==> config.mk <==
export PLATFORM = sky130hd
export DESIGN_NAME = cnn_job_sequencer_flat
export DESIGN_NICKNAME = d
export VERILOG_FILES = /design/src/rtl/cnn_job_sequencer_if.sv /design/src/rtl/cnn_job_sequencer.sv /design/src/flat_wrapper.sv
export SDC_FILE = /design/constraint.sdc
export NUM_CORES = 1
export LEC_CHECK = 0
export CORE_AREA = 4 4 164 166
export CTS_CLUSTER_SIZE = 25
export DETAILED_ROUTE_END_ITERATION = 16
export DIE_AREA = 0 0 168 170
export GPL_ROUTABILITY_DRIVEN = 0
export PLACE_DENSITY = 0.56
export SYNTH_ARGS = -nofsm -noshare
export SYNTH_HDL_FRONTEND = slang
export SYNTH_SLANG_ARGS = --single-unit
==> constraint.sdc <==
create_clock -name clk -period 5.16 [get_ports clk]
set_input_delay 0.516 -clock clk [delete_from_list [all_inputs] [get_ports clk]]
set_output_delay 0.516 -clock clk [all_outputs]
set_load 0.01 [all_outputs]
==> src/rtl/cnn_job_sequencer_if.sv <==
// Single-outstanding Wishbone bundle between the job sequencer and the interconnect.
interface cnn_job_sequencer_if;
    logic        o_wb_cyc;
    logic        o_wb_stb;
    logic        o_wb_we;
    logic [3:0]  o_wb_sel;
    logic [31:0] o_wb_addr;
    logic [31:0] o_wb_data;
    logic [31:0] i_wb_data;
    logic        i_wb_ack;
    logic        i_wb_stall;

    modport master (
        output o_wb_cyc, o_wb_stb, o_wb_we, o_wb_sel, o_wb_addr, o_wb_data,
        input  i_wb_data, i_wb_ack, i_wb_stall
    );

    modport slave (
        input  o_wb_cyc, o_wb_stb, o_wb_we, o_wb_sel, o_wb_addr, o_wb_data,
        output i_wb_data, i_wb_ack, i_wb_stall
    );
endinterface

==> src/rtl/cnn_job_sequencer.sv <==
// Wishbone master that copies an image into the CNN, starts it, polls for
// completion and copies the result map back to memory.
module cnn_job_sequencer #(
    parameter int unsigned IMG_WORDS  = 16,
    parameter int unsigned OUT_WORDS  = 16,
    parameter logic [31:0] CNN_BASE   = 32'h4000_0000,
    parameter logic [31:0] CNN_IN_OFF = 32'h0000_0100,
    parameter int unsigned TIMEOUT    = 255,
    parameter int unsigned POLL_GAP   = 8,
    parameter int unsigned POLL_LIMIT = 1024
) (
    input  logic                       clk,
    input  logic                       rst,
    input  logic                       start,
    input  logic [31:0]                src_addr,
    input  logic [31:0]                dst_addr,
    output logic                       busy,
    output logic                       done,
    output logic                       err,
    cnn_job_sequencer_if.master        wb
);
    localparam int unsigned MAX_WORDS = (IMG_WORDS > OUT_WORDS) ? IMG_WORDS : OUT_WORDS;
    localparam int unsigned KW = $clog2(MAX_WORDS) + 1;
    localparam int unsigned TW = $clog2(TIMEOUT + 1);
    localparam int unsigned PW = $clog2(POLL_LIMIT + 1);
    localparam int unsigned GW = $clog2(POLL_GAP + 1);

    typedef enum logic [3:0] {
        IDLE, RD_IMG, WR_IMG, WR_START, POLL, POLL_WAIT, RD_RES, WR_RES, FINISH
    } state_e;

    state_e        state_q, state_d;
    logic          stb_q, stb_d, we_q, we_d;
    logic          busy_q, busy_d, done_q, done_d, err_q, err_d;
    logic [3:0]    sel_q, sel_d;
    logic [31:0]   addr_q, addr_d, wdata_q, wdata_d, buf_q, buf_d;
    logic [31:0]   src_q, src_d, dst_q, dst_d, k_off;
    logic [KW-1:0] k_q, k_d, k_inc;
    logic [TW-1:0] tmo_q, tmo_d;
    logic [PW-1:0] poll_q, poll_d, poll_inc;
    logic [GW-1:0] gap_q, gap_d;
    logic          in_xfer;

    // Stall needs no handling with one request outstanding: only ack ends a hold.
    logic unused_stall;
    assign unused_stall = wb.i_wb_stall;

    assign wb.o_wb_cyc  = stb_q;
    assign wb.o_wb_stb  = stb_q;
    assign wb.o_wb_we   = we_q;
    assign wb.o_wb_sel  = sel_q;
    assign wb.o_wb_addr = addr_q;
    assign wb.o_wb_data = wdata_q;
    assign busy = busy_q;
    assign done = done_q;
    assign err  = err_q;

    // Next-state: launch/hold/complete/timeout of bus cycles plus job sequencing.
    always_comb begin
        state_d  = state_q;
        stb_d    = stb_q;
        we_d     = we_q;
        sel_d    = sel_q;
        addr_d   = addr_q;
        wdata_d  = wdata_q;
        buf_d    = buf_q;
        src_d    = src_q;
        dst_d    = dst_q;
        k_d      = k_q;
        tmo_d    = tmo_q;
        poll_d   = poll_q;
        gap_d    = gap_q;
        err_d    = err_q;
        k_inc    = k_q + KW'(1);
        poll_inc = poll_q + PW'(1);
        k_off    = 32'({k_q, 2'b00});
        in_xfer  = (state_q inside {RD_IMG, WR_IMG, WR_START, POLL, RD_RES, WR_RES});

        if (in_xfer) begin
            if (!stb_q) begin
                stb_d   = 1'b1;
                sel_d   = 4'hF;
                tmo_d   = '0;
                we_d    = 1'b0;
                wdata_d = 32'h0;
                case (state_q)
                    RD_IMG:   addr_d = src_q + k_off;
                    WR_IMG:   begin addr_d = CNN_BASE + CNN_IN_OFF + k_off; we_d = 1'b1; wdata_d = buf_q; end
                    WR_START: begin addr_d = CNN_BASE; we_d = 1'b1; wdata_d = 32'h1; end
                    POLL:     addr_d = CNN_BASE;
                    RD_RES:   addr_d = CNN_BASE + 32'd4 + k_off;
                    WR_RES:   begin addr_d = dst_q + k_off; we_d = 1'b1; wdata_d = buf_q; end
                    default:  addr_d = addr_q;
                endcase
            end else if (wb.i_wb_ack) begin
                stb_d   = 1'b0;
                we_d    = 1'b0;
                sel_d   = 4'h0;
                addr_d  = 32'h0;
                wdata_d = 32'h0;
                case (state_q)
                    RD_IMG: begin buf_d = wb.i_wb_data; state_d = WR_IMG; end
                    WR_IMG: begin
                        if (k_inc == KW'(IMG_WORDS)) begin k_d = '0; state_d = WR_START; end
                        else begin k_d = k_inc; state_d = RD_IMG; end
                    end
                    WR_START: begin poll_d = '0; state_d = POLL; end
                    POLL: begin
                        poll_d = poll_inc;
                        if (wb.i_wb_data[1]) begin k_d = '0; state_d = RD_RES; end
                        else if (poll_inc == PW'(POLL_LIMIT)) begin err_d = 1'b1; state_d = FINISH; end
                        else begin gap_d = '0; state_d = POLL_WAIT; end
                    end
                    RD_RES: begin buf_d = wb.i_wb_data; state_d = WR_RES; end
                    WR_RES: begin
                        k_d = k_inc;
                        if (k_inc == KW'(OUT_WORDS)) state_d = FINISH;
                        else state_d = RD_RES;
                    end
                    default: state_d = state_q;
                endcase
            end else if (tmo_q == TW'(TIMEOUT - 1)) begin
                stb_d   = 1'b0;
                we_d    = 1'b0;
                sel_d   = 4'h0;
                addr_d  = 32'h0;
                wdata_d = 32'h0;
                err_d   = 1'b1;
                state_d = FINISH;
            end else begin
                tmo_d = tmo_q + TW'(1);
            end
        end

        case (state_q)
            IDLE: begin
                if (start) begin
                    src_d   = {src_addr[31:2], 2'b00};
                    dst_d   = {dst_addr[31:2], 2'b00};
                    err_d   = 1'b0;
                    k_d     = '0;
                    state_d = RD_IMG;
                end
            end
            POLL_WAIT: begin
                gap_d = gap_q + GW'(1);
                if (gap_q == GW'(POLL_GAP - 1)) state_d = POLL;
            end
            FINISH:  state_d = IDLE;
            default: ;
        endcase

        busy_d = (state_d != IDLE);
        done_d = (state_d == FINISH);
    end

    // State and registered outputs; reset drops any bus cycle immediately.
    always_ff @(posedge clk) begin
        if (rst) begin
            state_q <= IDLE;
            stb_q   <= 1'b0;
            we_q    <= 1'b0;
            sel_q   <= 4'h0;
            addr_q  <= 32'h0;
            wdata_q <= 32'h0;
            buf_q   <= 32'h0;
            src_q   <= 32'h0;
            dst_q   <= 32'h0;
            k_q     <= '0;
            tmo_q   <= '0;
            poll_q  <= '0;
            gap_q   <= '0;
            busy_q  <= 1'b0;
            done_q  <= 1'b0;
            err_q   <= 1'b0;
        end else begin
            state_q <= state_d;
            stb_q   <= stb_d;
            we_q    <= we_d;
            sel_q   <= sel_d;
            addr_q  <= addr_d;
            wdata_q <= wdata_d;
            buf_q   <= buf_d;
            src_q   <= src_d;
            dst_q   <= dst_d;
            k_q     <= k_d;
            tmo_q   <= tmo_d;
            poll_q  <= poll_d;
            gap_q   <= gap_d;
            busy_q  <= busy_d;
            done_q  <= done_d;
            err_q   <= err_d;
        end
    end
endmodule

==> src/flat_wrapper.sv <==
// flat-port wrapper written by rule: the top's interface ports become plain ports
module cnn_job_sequencer_flat 
#(
    parameter int unsigned IMG_WORDS  = 16,
    parameter int unsigned OUT_WORDS  = 16,
    parameter logic [31:0] CNN_BASE   = 32'h4000_0000,
    parameter logic [31:0] CNN_IN_OFF = 32'h0000_0100,
    parameter int unsigned TIMEOUT    = 255,
    parameter int unsigned POLL_GAP   = 8,
    parameter int unsigned POLL_LIMIT = 1024
)
  (clk, rst, start, src_addr, dst_addr, busy, done, err, wb_o_wb_cyc, wb_o_wb_stb, wb_o_wb_we, wb_o_wb_sel, wb_o_wb_addr, wb_o_wb_data, wb_i_wb_data, wb_i_wb_ack, wb_i_wb_stall);
  cnn_job_sequencer_if wb_i ();
  input  logic clk;
  input  logic rst;
  input  logic start;
  input  logic [31:0] src_addr;
  input  logic [31:0] dst_addr;
  output logic busy;
  output logic done;
  output logic err;
  output wire logic [$bits(wb_i.o_wb_cyc)-1:0] wb_o_wb_cyc;
  output wire logic [$bits(wb_i.o_wb_stb)-1:0] wb_o_wb_stb;
  output wire logic [$bits(wb_i.o_wb_we)-1:0] wb_o_wb_we;
  output wire logic [$bits(wb_i.o_wb_sel)-1:0] wb_o_wb_sel;
  output wire logic [$bits(wb_i.o_wb_addr)-1:0] wb_o_wb_addr;
  output wire logic [$bits(wb_i.o_wb_data)-1:0] wb_o_wb_data;
  input wire logic [$bits(wb_i.i_wb_data)-1:0] wb_i_wb_data;
  input wire logic [$bits(wb_i.i_wb_ack)-1:0] wb_i_wb_ack;
  input wire logic [$bits(wb_i.i_wb_stall)-1:0] wb_i_wb_stall;
  assign wb_o_wb_cyc = wb_i.o_wb_cyc;
  assign wb_o_wb_stb = wb_i.o_wb_stb;
  assign wb_o_wb_we = wb_i.o_wb_we;
  assign wb_o_wb_sel = wb_i.o_wb_sel;
  assign wb_o_wb_addr = wb_i.o_wb_addr;
  assign wb_o_wb_data = wb_i.o_wb_data;
  assign wb_i.i_wb_data = wb_i_wb_data;
  assign wb_i.i_wb_ack = wb_i_wb_ack;
  assign wb_i.i_wb_stall = wb_i_wb_stall;
  cnn_job_sequencer #(.IMG_WORDS(IMG_WORDS), .OUT_WORDS(OUT_WORDS), .CNN_BASE(CNN_BASE), .CNN_IN_OFF(CNN_IN_OFF), .TIMEOUT(TIMEOUT), .POLL_GAP(POLL_GAP), .POLL_LIMIT(POLL_LIMIT)) u_core (.clk(clk), .rst(rst), .start(start), .src_addr(src_addr), .dst_addr(dst_addr), .busy(busy), .done(done), .err(err), .wb(wb_i));
endmodule
Word-level counts from Yosys, hierarchy flattened
Index checks and enable logic that the tools add are counted. Widths: inputs -> output; s select.

Bits of input ports: 101. Memories kept: 0. Bits in latches: 0. RAM bits: 0. Output and inout bits: 74. Bits in read-only memories: 0. Flip-flop bits (word level): 197. Logic and storage cells: 118.

Mux-type cells: 56. Bitwise logic cells: 0. Magnitude comparators: 0. Add/sub/neg operators: 8. Reduce and logical (&&, ||, !) cells: 20. Equal/unequal tests: 18. Shift operators: 0. Divide/modulo/power cells: 0. $mul: 0.

Operator list (number): $pmux 32 s5 (1); $mux 32 (4); $mux 4 (19); $add 31x7->32 const A (2); $add 32x7->32 (2); $pmux 32 s2 (1); $mux 5 (7); $mux 8 (3); $pmux 4 s6 (1); $pmux 11 s2 (1); $eq 4x3->1 const B (5); $mux 1 (16); $pmux 5 s3 (1); $pmux 4 s3 (1); $reduce_bool 6->1 (2); $add 11x1->11 const B (1); $eq 11x11->1 const B (1); $reduce_bool 2->1 (5); $add 8x1->8 const B (1); $eq 4x2->1 const B (2); $eq 4x4->1 const B (2); $eq 8x8->1 const B (1); $reduce_and 4->1 (2); $ne 2x2->1 const B (3); other kinds (14) (18).

Depth between registers and ports, before layout
Word-level depth: 11. Gate-level depth with buffers: 17. Gate-level depth less buffers: 13.

Worst setup path after synthesis
OpenSTA, ideal clock, no wires.

Path kind: register -> register. Start point: reg u_core.state_q[3]. End point: reg u_core.addr_q[18], in the netlist u_core.wb.o_wb_addr[18]. Library setup time: 0.117 ns. Period minus slack after synthesis: 3.617 ns. Required time: 5.043 ns. Arrival time: 3.500 ns. Cell stages (with the launch flop): 18. Setup slack: 1.543 ns. Buffers on the path: 4. Cells stage by stage: dfxtp_1 -> buf_4 -> nand4b_4 -> buf_8 -> clkbuf_1 -> clkbuf_1 -> nand2_1 -> nand2_1 -> ha_1 -> inv_1 -> fa_1 -> nor2b_1 -> o31ai_1 -> a211oi_4 -> nand2_1 -> nor4_2 -> xnor2_1 -> a22o_1.

Longest elaborated chain between the ends: 4. Elaborated cells on any way between the ends: 12. Those cells by class: 6 x eq/ne; 2 x mux; 4 x reduce/logical.

RTL lines: from (decl) (line cnn_job_sequencer.sv:32) `state_e state_q, state_d;`; from (signal assigned) (line cnn_job_sequencer.sv:177) `state_q <= state_d;`; $eq 4x3->1 or $eq 4x2->1 (tied branches) (line cnn_job_sequencer.sv:77, cnn_job_sequencer.sv:86); $reduce_or 2->1 (no source line); $pmux 32 s5 or $reduce_bool 6->1 (tied branches); $mux 32 or $reduce_and 3->1 (tied branches); to (signal assigned) (line cnn_job_sequencer.sv:181) `addr_q <= addr_d;`; to (decl) (line cnn_job_sequencer.sv:36) `logic [31:0] addr_q, addr_d, wdata_q, wdata_d, buf_q, buf_d;`.

Several ways; a longest one is shown, not always the timed one. A chain may end at the register's enable or synchronous reset.

Worst setup path after layout
Start point: reg u_core.state_q[2]. End point: reg u_core.addr_q[30], in the netlist u_core.wb.o_wb_addr[30].

The elaborated chain is that of the path after synthesis.

==> results_dict.tcl <==
set metrics [dict create \
    status "complete, no violations" \
    worst_slew_pin_slew_ps 907 \
    fin_crit_sh_pct 74.5 \
    critPathArrivalTime_ps 4150 \
    vdd_ir_drop_max_mv 0.159 \
    clkLatencyLatePin_ps 440 \
    ff2ff_path_depth 13 \
    die_y_um 170 \
    final_cell_mix "nand2_1, dfxtp_1, clkdlybuf4s50_1" \
    grt_pass1_vias 7644 \
    fillers 2568 \
    switching_share_pct 27.0 \
    cts_buffers 17 \
    antennaDiodeCount 0 \
    critPathLaunchType "register" \
    cts_tree "done" \
    worstPathRequired_ps 5460 \
    drtIter0Drc 608 \
    max_clock_freq_ghz 0.260 \
    routed_via_density 5.10 \
    drv_slew 0 \
    overflow 0 \
    hold_depth 2 \
    fp.dieW_um 168 \
    hold_buffers 0 \
    finalPower_w 0.00318 \
    cts_sinks 192 \
    synthDistinctLibCells 72 \
    cts_resized 0 \
    dp_hpwl_um 17300 \
    detail-route-antenna-nets 0 \
    synth_cells 1092 \
    synth_edf_count 0 \
    utilization_pct 43.6 \
    slowest_delay_ps 920 \
    fin_crit_ps 3840 \
    p_per_area_nw_per_um2 285 \
    wl_per_cell_um 15.9 \
    clockRootBuffer "clkbuf_16" \
    finClkSkew_ps 15.4 \
    netlist.area_leader.share_pct 44.0 \
    crit_fanout 26 \
    synth_area_um2 8740 \
    grt_max_degree 129 \
    yosysTopAreaCell "dfxtp_1" \
    grt_pass1_wl_um 40000 \
    drc_errors 0 \
    start_util_pct 34.1 \
    p_leak_nw 4.00 \
    final-setup-viol-count 0 \
    dieArea_um2 28600 \
    clk_pin_slew_worst_paths_ps 70 \
    drtPass1Iterations 4 \
    drive_gt1_share_pct 5.38 \
    synth-async-reset-ratio_pct 0 \
    clock_path_buffers 2 \
    h-tree-depth 4 \
    finalHoldViolCount 0 \
    grt_antenna_before_repair 0 \
    track_usage_pct 17.1 \
    post_cts_buffers 0 \
    endpoint_kind "register" \
    nets 1326 \
    cap_violations 0 \
    path_cells "and4b_1, nand2_1, nand2_1, ha_1, inv_1, fa_1, nor2b_1, o31ai_1, a211oi_4, nand4_2, nor2_1, xor2_1, a311oi_1" \
    path_class "register to register" \
    syn_avg_cell_area_um2 8.01 \
    synthFlopType "dfxtp_1" \
    num_vias 7960 \
    ioPinCount 175 \
    wirelength_um 24800 \
    cp_num_cells 13 \
    dpl_worst_slack_ps 1360 \
    area_delta_synth_final_pct 27.7 \
    seqPwrFrac_pct 49.1 \
    place_inst 1529 \
    fin_ws_ps 1320 \
    critical_path.top_delay_family "simple AND/OR/NAND/NOR gates" \
    rsz0062_at_grt "false" \
    final_common_cell "nand2_1" \
    io_buffers 167 \
    worst-path-buf-inv 1 \
    p_switching_w 0.000859 \
    clkPwrFrac_pct 40.3 \
    stdcell_count 1561 \
    synth_area_leaders "dfxtp_1, nand2_1, a21oi_1" \
    hold_class "register to register" \
    core_area_um2 25600 \
    num_rows 59 \
    slew_headroom_pct 39.5 \
    finalSetupTns_ps 0 \
    ys_seq_area_share_pct 44.0 \
    crit_top_cell "nand2_1" \
    crit_slowest_cell "dfxtp_1" \
    share_comb_of_total_power_pct 10.5 \
    intPower_w 0.00232 \
    synth-seq-cells 192 \
    ys_warn_count 0 \
]
per-stage QoR:
stage,instance area (um^2),hold WS (ps)
2_1_floorplan,8750,436
3_3_place_gp,10600,443
3_5_place_dp,10600,447
4_1_cts,11200,458
5_1_grt,11200,477
6_report,11200,456
power groups by stage:
| stage | clock, W | combinational (W) | sequential, W |
|---|---|---|---|
| 3_5_place_dp | 0 | 0.000338 | 0.00160 |
| 6_report | 0.00128 | 0.000335 | 0.00156 |
| 4_1_cts | 0.00133 | 0.000339 | 0.00156 |
| 5_1_grt | 0.00139 | 0.000370 | 0.00157 |
| 2_1_floorplan | 0 | 0.000188 | 0.00159 |
| 3_3_place_gp | 0 | 0.000336 | 0.00160 |
path summary, 6_finish.rpt:
check | from | end | slack [ps]
worst max-delay path | u_core.state_q[2]$_SDFF_PP0_ | u_core.wb.o_wb_addr[30]$_SDFFE_PP0P_ | 1320
worst min-delay path | u_core.buf_q[14]$_SDFFE_PP0P_ | u_core.buf_q[14]$_SDFFE_PP0P_ | 460
worst max register to register | u_core.state_q[2]$_SDFF_PP0_ | u_core.wb.o_wb_addr[30]$_SDFFE_PP0P_ | 1320
worst min register to register | u_core.buf_q[14]$_SDFFE_PP0P_ | u_core.buf_q[14]$_SDFFE_PP0P_ | 460
sequential cells by signal (all words and copies together) (netlist names):
signal and cells:
u_core.buf_q 32, u_core.busy 1, u_core.done 1, u_core.dst_q 30, u_core.err 1, u_core.gap_q 4
u_core.k_q 5, u_core.poll_q 11, u_core.src_q 30, u_core.state_q 4, u_core.tmo_q 8, u_core.wb.o_wb_addr 30
u_core.wb.o_wb_cyc 1, u_core.wb.o_wb_data 32, u_core.wb.o_wb_sel 1, u_core.wb.o_wb_we 1
metal layers:
metal  vias up  track usage [%]  part of all wire, %
li1       4033                -                    -
met1      3765             21.9                   45
met2       136             29.6                   50
met3        26             3.16                  3.1
met4         0             5.05                  1.8
met5         -                0                    0
cell type report:
cell class	instances	area, um^2	share of cell area, %
Clock buffer	18	429	3.84
Clock inverter	14	143	1.28
Inverter	12	45.0	0.403
Multi-Input combinational cell	811	4520	40.4
Sequential cell	192	3840	34.4
Tap cell	335	419	3.75
Timing Repair Buffer	179	1770	15.9
cells by family after synthesis:
logic type | Yosys count | synth area share, %
compound gates | 273 | 19.4
xor+xnor | 30 | 3.01
fa+ha+maj | 12 | 1.80
buf+inv | 90 | 4.48
flops | 192 | 44.0
mux | 22 | 2.66
other cells | 1 | 0.0429
simple gates | 472 | 24.6
synthesized netlist by cell type, types with 5 or more instances:
master	count
mux2i_1	18
buf_2	7
nor3_1	18
ha_1	11
buf_1	5
a22o_1	17
buf_4	9
nand3_1	27
a32oi_1	8
nor2b_1	6
nor2_1	94
or3_1	6
dfxtp_1	192
xnor2_1	15
nand2_1	256
a21oi_1	134
a22oi_1	38
inv_1	12
nand4_1	11
clkbuf_1	56
o21ai_0	30
a31oi_1	9
and3_1	12
xor2_1	15
nand3b_1	7
worst reg2reg max path, delay by kind of cell, from the launching register on:
kind / cells / cell delay, ps
compound gates: 3 / 670
xor+xnor: 1 / 200
fa+ha+maj: 2 / 570
buf+inv: 1 / 60
flops: 1 / 920
simple gates: 6 / 1300
Note: power is estimated with default switching activity, not from simulation.
==> RTL edit 1, RTL diff (same flow settings) <==
`POLL_LIMIT` is set to 1024 in 2 places; all go to 2048.
--- a/src/rtl/cnn_job_sequencer.sv
+++ b/src/rtl/cnn_job_sequencer.sv
@@ -7,7 +7,7 @@
     parameter logic [31:0] CNN_IN_OFF = 32'h0000_0100,
     parameter int unsigned TIMEOUT    = 255,
     parameter int unsigned POLL_GAP   = 8,
-    parameter int unsigned POLL_LIMIT = 1024
+    parameter int unsigned POLL_LIMIT = 2048
 ) (
     input  logic                       clk,
     input  logic                       rst,
--- a/src/flat_wrapper.sv
+++ b/src/flat_wrapper.sv
@@ -7,7 +7,7 @@
     parameter logic [31:0] CNN_IN_OFF = 32'h0000_0100,
     parameter int unsigned TIMEOUT    = 255,
     parameter int unsigned POLL_GAP   = 8,
-    parameter int unsigned POLL_LIMIT = 1024
+    parameter int unsigned POLL_LIMIT = 2048
 )
   (clk, rst, start, src_addr, dst_addr, busy, done, err, wb_o_wb_cyc, wb_o_wb_stb, wb_o_wb_we, wb_o_wb_sel, wb_o_wb_addr, wb_o_wb_data, wb_i_wb_data, wb_i_wb_ack, wb_i_wb_stall);
   cnn_job_sequencer_if wb_i ();
Function: no difference found for any inputs over 4 cycles, from zero or initial values and one cycle with rst high; that may be too few to reach the edited logic, so the function may still have changed.
==> RTL edit 1 against the original RTL <==
  * Area after synthesis about the same
  * Sequential power rose by 3%
  * Clock power rose by 7%
  * Count of clock-buffer cells in the layout unchanged
  * Setup slack lost 0.11 ns
  * Cell area up 0.65%
  * Highest routed layer unchanged
  * Clock skew rose by 0.0077 ns
  * Routed wire length shrank 3.2%
  * Largest cell class unchanged
  * Total power rose by 8.8%
  * Die area did not move
  * Sequential cell count up 1
  * Via count is 0.70% lower
  * Cell count up 0.70%
==> RTL edit 1: results (changes against the original RTL) <==
Setup path
  • Arrival @ worst endpoint: 4.24 ns (was 4.15 ns)
  • Crit Path Max Fanout: 27 (was 26)
  • CP Launch Point: u_core.state_q[2]$_SDFF_PP0_ (unchanged)
  • Max incr delay on CP: 0.92 ns (about the same)
  • Slowest cell on crit path: dfxtp_1 (unchanged)

Routing
  • Drt first-iter violations: 451 (was 608)
  • Vias per Instance: 5.028 (was 5.099)
  • Pre-antenna DRT Iters: 4 (unchanged)
  • Total Wirelength: 23990 um (was 24790 um)

Hold path
  • Hold WC Path Type: reg2reg (unchanged)
  • Hold Path Origin: u_core.wb.o_wb_addr[18]$_SDFFE_PP0P_ (was u_core.buf_q[14]$_SDFFE_PP0P_)

CTS
  • CTS Buffer Depth: 2 (unchanged)
  • Setup Buffers After CTS: 0 (unchanged)
  • Htree depth: 4 (unchanged)
  • Resized Gates After CTS: 0 (unchanged)
  • CTS Buf Count: 17 (unchanged)
  • Clk slew on worst S/H paths: 0.07 ns (about the same)
  • Clock Root Buffer: clkbuf_16 (unchanged)
  • Clock Latency Late Sink: 0.44 ns (about the same)

Timing
  • Worst Skew: 0.02314 ns (was 0.01540 ns)
  • Rel. slew slack: 24.35% (was 39.46%)
  • Setup TNS: 0 ns (unchanged)
  • Final period util: 76.53% (was 74.48%)

Yosys
  • Count of cell types in the netlist: 59 (was 72)
  • Async set or reset register ratio after synthesis: 0% (unchanged)
  • Register area share after synthesis: 44.15% (was 43.96%)
  • Top FF cell, synth: dfxtp_1 (unchanged)
  • Most instantiated cells after synthesis: nand2_1, dfxtp_1, a21oi_1 (unchanged)
  • Yosys warns: 0 (unchanged)
  • Synth area leaders: dfxtp_1, nand2_1, a21oi_1 (unchanged)

Outcome
  • Status: finished clean (unchanged)

Global routing
  • First-pass GRT wire length: 38800 um (was 39960 um)
  • Largest net degree at the start of global routing: 67 (was 129)
  • Vias in the first global route: 7563 (was 7644)
  • GRT Resource Usage Total: 16.33% (was 17.12%)
  • Initial antenna violation count: 0 (unchanged)

Placed design
  • DPL Wire Length: 16400 um (was 17340 um)
  • Placed cell areas: 10620 um2 (was 10600 um2)
  • I/O Buffers: 167 (unchanged)
  • Place WS: 1.181 ns (was 1.360 ns)

Power
  • Worst VDD drop: 0.1772 mV (was 0.1594 mV)
  • Static Leakage: 4.040 nW (was 3.996 nW)

Finish
  • Share of cells above drive strength 1: 5.497% (was 5.383%)
  • Final net count: 1337 (was 1326)
  • Ant. Diodes: 0 (unchanged)
==> RTL edit 1: changes by cell type after synthesis, sizes merged, moves of 5 or more <==
cell    delta
clkbuf     +6
xor2       +8
a22o      -13
mux2      +12
o21ai     +15
a21oi      +5
a32oi      -5
nor3       +7
and3       -5
nand3      -8
nand2      -7
==> RTL edit 1: critical path, delay by kind of cell, from the launching register on <==
family                     cells  cell delay [ns]
buffers and inverters          1             0.30
muxes                          1             0.32
DFF                            1             0.92
AOI/OAI and AO/OA              4             0.49
and+or+nand+nor                3             1.31
xor gates and xnor gates       1             0.15
adders and majority gates      1             0.33
==> RTL edit 1: per-stage QoR <==
step           power (W)  cells  util [%]  hold WS, ns
2_1_floorplan   0.001915   1107         -       0.4329
3_3_place_gp    0.002126   1540     41.47       0.4377
3_5_place_dp    0.002131   1540     41.47       0.4423
4_1_cts         0.003505   1572     43.88       0.4594
5_1_grt         0.003620   1572     43.88       0.4769
6_report        0.003459   1572     43.88       0.4555
==> RTL edit 1: area by class of cell <==
class,instances,area (um2)
clock buffers,18,429.2
clock inverters,14,186.4
fillers,2613,14380
inverters,12,45.04
multi-input cells,820,4529
flip-flops and latches,193,3864
well taps,335,419.2
repair buffers,180,1767
==> RTL edit 1: final timing paths <==
kind,endpoint,cells past startpoint
setup / recovery,u_core.wb.o_wb_addr[19]$_SDFFE_PP0P_,11
hold / removal,u_core.wb.o_wb_addr[18]$_SDFFE_PP0P_,2
setup reg to reg,u_core.wb.o_wb_addr[19]$_SDFFE_PP0P_,11
hold reg to reg,u_core.wb.o_wb_addr[18]$_SDFFE_PP0P_,2
==> RTL edit 1: cell families after synthesis <==
group	Yosys count	share of synthesized area (%)
compound gates	272	18.26
xor+xnor	37	3.703
fa+ha+maj	12	1.802
buf+inv	94	4.375
flops	193	44.15
mux	38	4.575
other cells	1	0.04285
simple gates	459	23.09
==> RTL edit 1: report_power, final <==
group	leakage (nW)	internal, W	switching [W]	total [W]
combinational	2.17	0.000201	0.000286	0.000487
clock	0.300	0.000707	0.000661	0.00137
sequential	1.57	0.00155	0.0000533	0.00160
==> RTL edit 1: routing by layer <==
metal  up-vias  track usage (%)  wire (um)
li1       4048                -          -
met1      3678            21.39      11170
met2       162            26.64      11060
met3        16            4.692       1448
met4         0            4.199        310
met5         -                0          0
==> RTL edit 2, RTL diff (same flow settings) <==
Without the edit above. Reset style: asynchronous (`rst`), changed in one clocked block.
--- a/src/rtl/cnn_job_sequencer.sv
+++ b/src/rtl/cnn_job_sequencer.sv
@@ -155,7 +155,7 @@
     end
 
     // State and registered outputs; reset drops any bus cycle immediately.
-    always_ff @(posedge clk) begin
+    always_ff @(posedge clk or posedge rst) begin
         if (rst) begin
             state_q <= IDLE;
             stb_q   <= 1'b0;
Check against the original RTL: differs if rst is asserted again (counterexample within 4 cycles, from zero or initial values and one cycle with rst high); with rst held inactive, the same outputs for 4 cycles.
==> RTL edit 2 against the original RTL <==
  * Sequential cell count stayed put
  * Synthesized cell count is 12% lower
  * Cell count is 7.0% lower
  * Core utilization is 3.5 points higher
  * Via count is 4.0% lower
  * Area after synthesis is 8.3% higher
  * Setup slack better by 0.12 ns
  * Routed wire length is 0.33% higher
  * Clock skew is 0.0018 ns lower
  * Cell area is 8.1% higher
  * Critical path type unchanged
  * Critical endpoint is now u_core.wb.o_wb_addr[18]$_DFFE_PP0P_
Power is not compared: it rests on default switching activity, and its combinational part moved more than twofold at a synthesized area within 25%.
==> RTL edit 2: results (changes against the original RTL) <==
Timing
  • Rel. slew slack: 15.01% (was 39.46%)
  • Worst Skew: 0.01363 ns (was 0.01540 ns)
  • Final hold slack: 0.4774 ns (was 0.4563 ns)
  • Tmin final: 3.727 ns (was 3.843 ns)

CTS
  • Resized Gates After CTS: 0 (unchanged)
  • Clk slew on worst S/H paths: 0.08 ns

Global routing
  • Vias in the first global route: 7526 (was 7644)
  • GRT Resource Usage Total: 17.42% (was 17.12%)
  • Largest net degree at the start of global routing: 149 (was 129)
  • Initial antenna violation count: 1 (was 0)
  • First-pass GRT wire length: 40510 um (was 39960 um)

Finish
  • Filler Cell Count: 2442 (was 2568)
  • Final net count: 1214 (was 1326)
  • Share of cells above drive strength 1: 8.797% (was 5.383%)

Placed design
  • I/O Buffers: 167 (unchanged)
  • DPL Wire Length: 16870 um (was 17340 um)
  • Placed instance count: 1417 (was 1529)
  • Placed cell areas: 11420 um2 (was 10600 um2)

Setup path
  • Max incr delay on CP: 0.75 ns (was 0.92 ns)
  • Worst reg2reg path depth: 13 (unchanged)
  • Crit Path Max Fanout: 20 (was 26)
  • R2R setup slack: 1.43 ns (was 1.32 ns)
  • FF-to-FF Start: u_core.state_q[0]$_DFF_PP0_ (was u_core.state_q[2]$_SDFF_PP0_)
  • Slowest cell on crit path: dfrtp_1 (was dfxtp_1)
  • Arrival @ worst endpoint: 4.06 ns (was 4.15 ns)
  • Worst r2r dst: u_core.wb.o_wb_addr[18]$_DFFE_PP0P_ (was u_core.wb.o_wb_addr[30]$_SDFFE_PP0P_)

Yosys
  • Count of cell types in the netlist: 66 (was 72)
  • Register area share after synthesis: 50.74% (was 43.96%)
  • Synth area leaders: dfrtp_1, nand2_1, a22o_1 (was dfxtp_1, nand2_1, a21oi_1)
  • Syn Inst Count: 961 (was 1092)
  • Async set or reset register ratio after synthesis: 100.0% (was 0%)
  • Top FF cell, synth: dfrtp_1 (was dfxtp_1)
  • Most instantiated cells after synthesis: nand2_1, dfrtp_1, a22o_1 (was nand2_1, dfxtp_1, a21oi_1)

Hold path
  • Hold WC Path Type: reg2reg (unchanged)
  • Worst hold endpoint: u_core.src_q[6]$_DFFE_PP0P_ (was u_core.buf_q[14]$_SDFFE_PP0P_)
  • Hold Path Origin: u_core.src_q[6]$_DFFE_PP0P_ (was u_core.buf_q[14]$_SDFFE_PP0P_)

Power
  • Static Leakage: 5.318 nW

Routing
  • Total Wirelength: 24870 um (was 24790 um)
  • Pre-antenna DRT Iters: 5 (was 4)
  • Total number of vias: 7642 (was 7960)
  • Drt wl/cell: 17.14 um (was 15.88 um)
  • Drt first-iter violations: 628 (was 608)

Outcome
  • Status: finished clean (unchanged)
[RTL edit 2: cell count changes after synthesis, sizes merged, moves of 8 or more]
cell    change
a21oi     -114
nand4      +11
a22o       +34
nor2       -60
mux2       +31
clkbuf     -22
dfrtp     +192
dfxtp     -192
a32oi       -8
xor2        +9
nand2      -14
a22oi      -38
[RTL edit 2: final cells by class]
class	count	area [um2]	share of cell area, %
clock inverters	15	222.7	1.845
inverters	10	41.29	0.3420
multi-input cells	699	4365	36.16
flip-flops and latches	192	4805	39.80
clock buffers	17	425.4	3.524
well taps	335	419.2	3.472
repair buffers	181	1789	14.82
diodes	2	5.005	0.04146
[RTL edit 2: per-layer routing]
layer | routed length, um | share of wire, % | track usage, %
met5 | 0 | 0 | 0
met4 | 490 | 2.0 | 6.351
met3 | 1163 | 4.7 | 3.206
met2 | 11380 | 46 | 27.13
met1 | 11840 | 48 | 24.44
[RTL edit 2: logic make-up after synthesis]
| group | synth area share [%] |
|---|---|
| simple gates | 19.99 |
| compound gates | 13.89 |
| fa+ha+maj | 1.665 |
| flops | 50.74 |
| buf+inv | 3.502 |
| other cells | 0.03960 |
| xor+xnor | 3.792 |
| mux | 6.382 |
[RTL edit 2: power by group through the flow]
stage	combinational [W]	sequential (W)	clock, W
floorplan	0.00150	0.00259	0
global placement	0.00241	0.00267	0
detailed placement	0.00245	0.00268	0
CTS	0.00245	0.00266	0.00147
global route	0.00270	0.00275	0.00153
finish	0.00241	0.00266	0.00144
[RTL edit 2: worst min-delay path, delay by kind of cell, from the launching register on]
family           cells  cell delay (ns)
DFF                  1             0.35
and+or+nand+nor      2             0.10
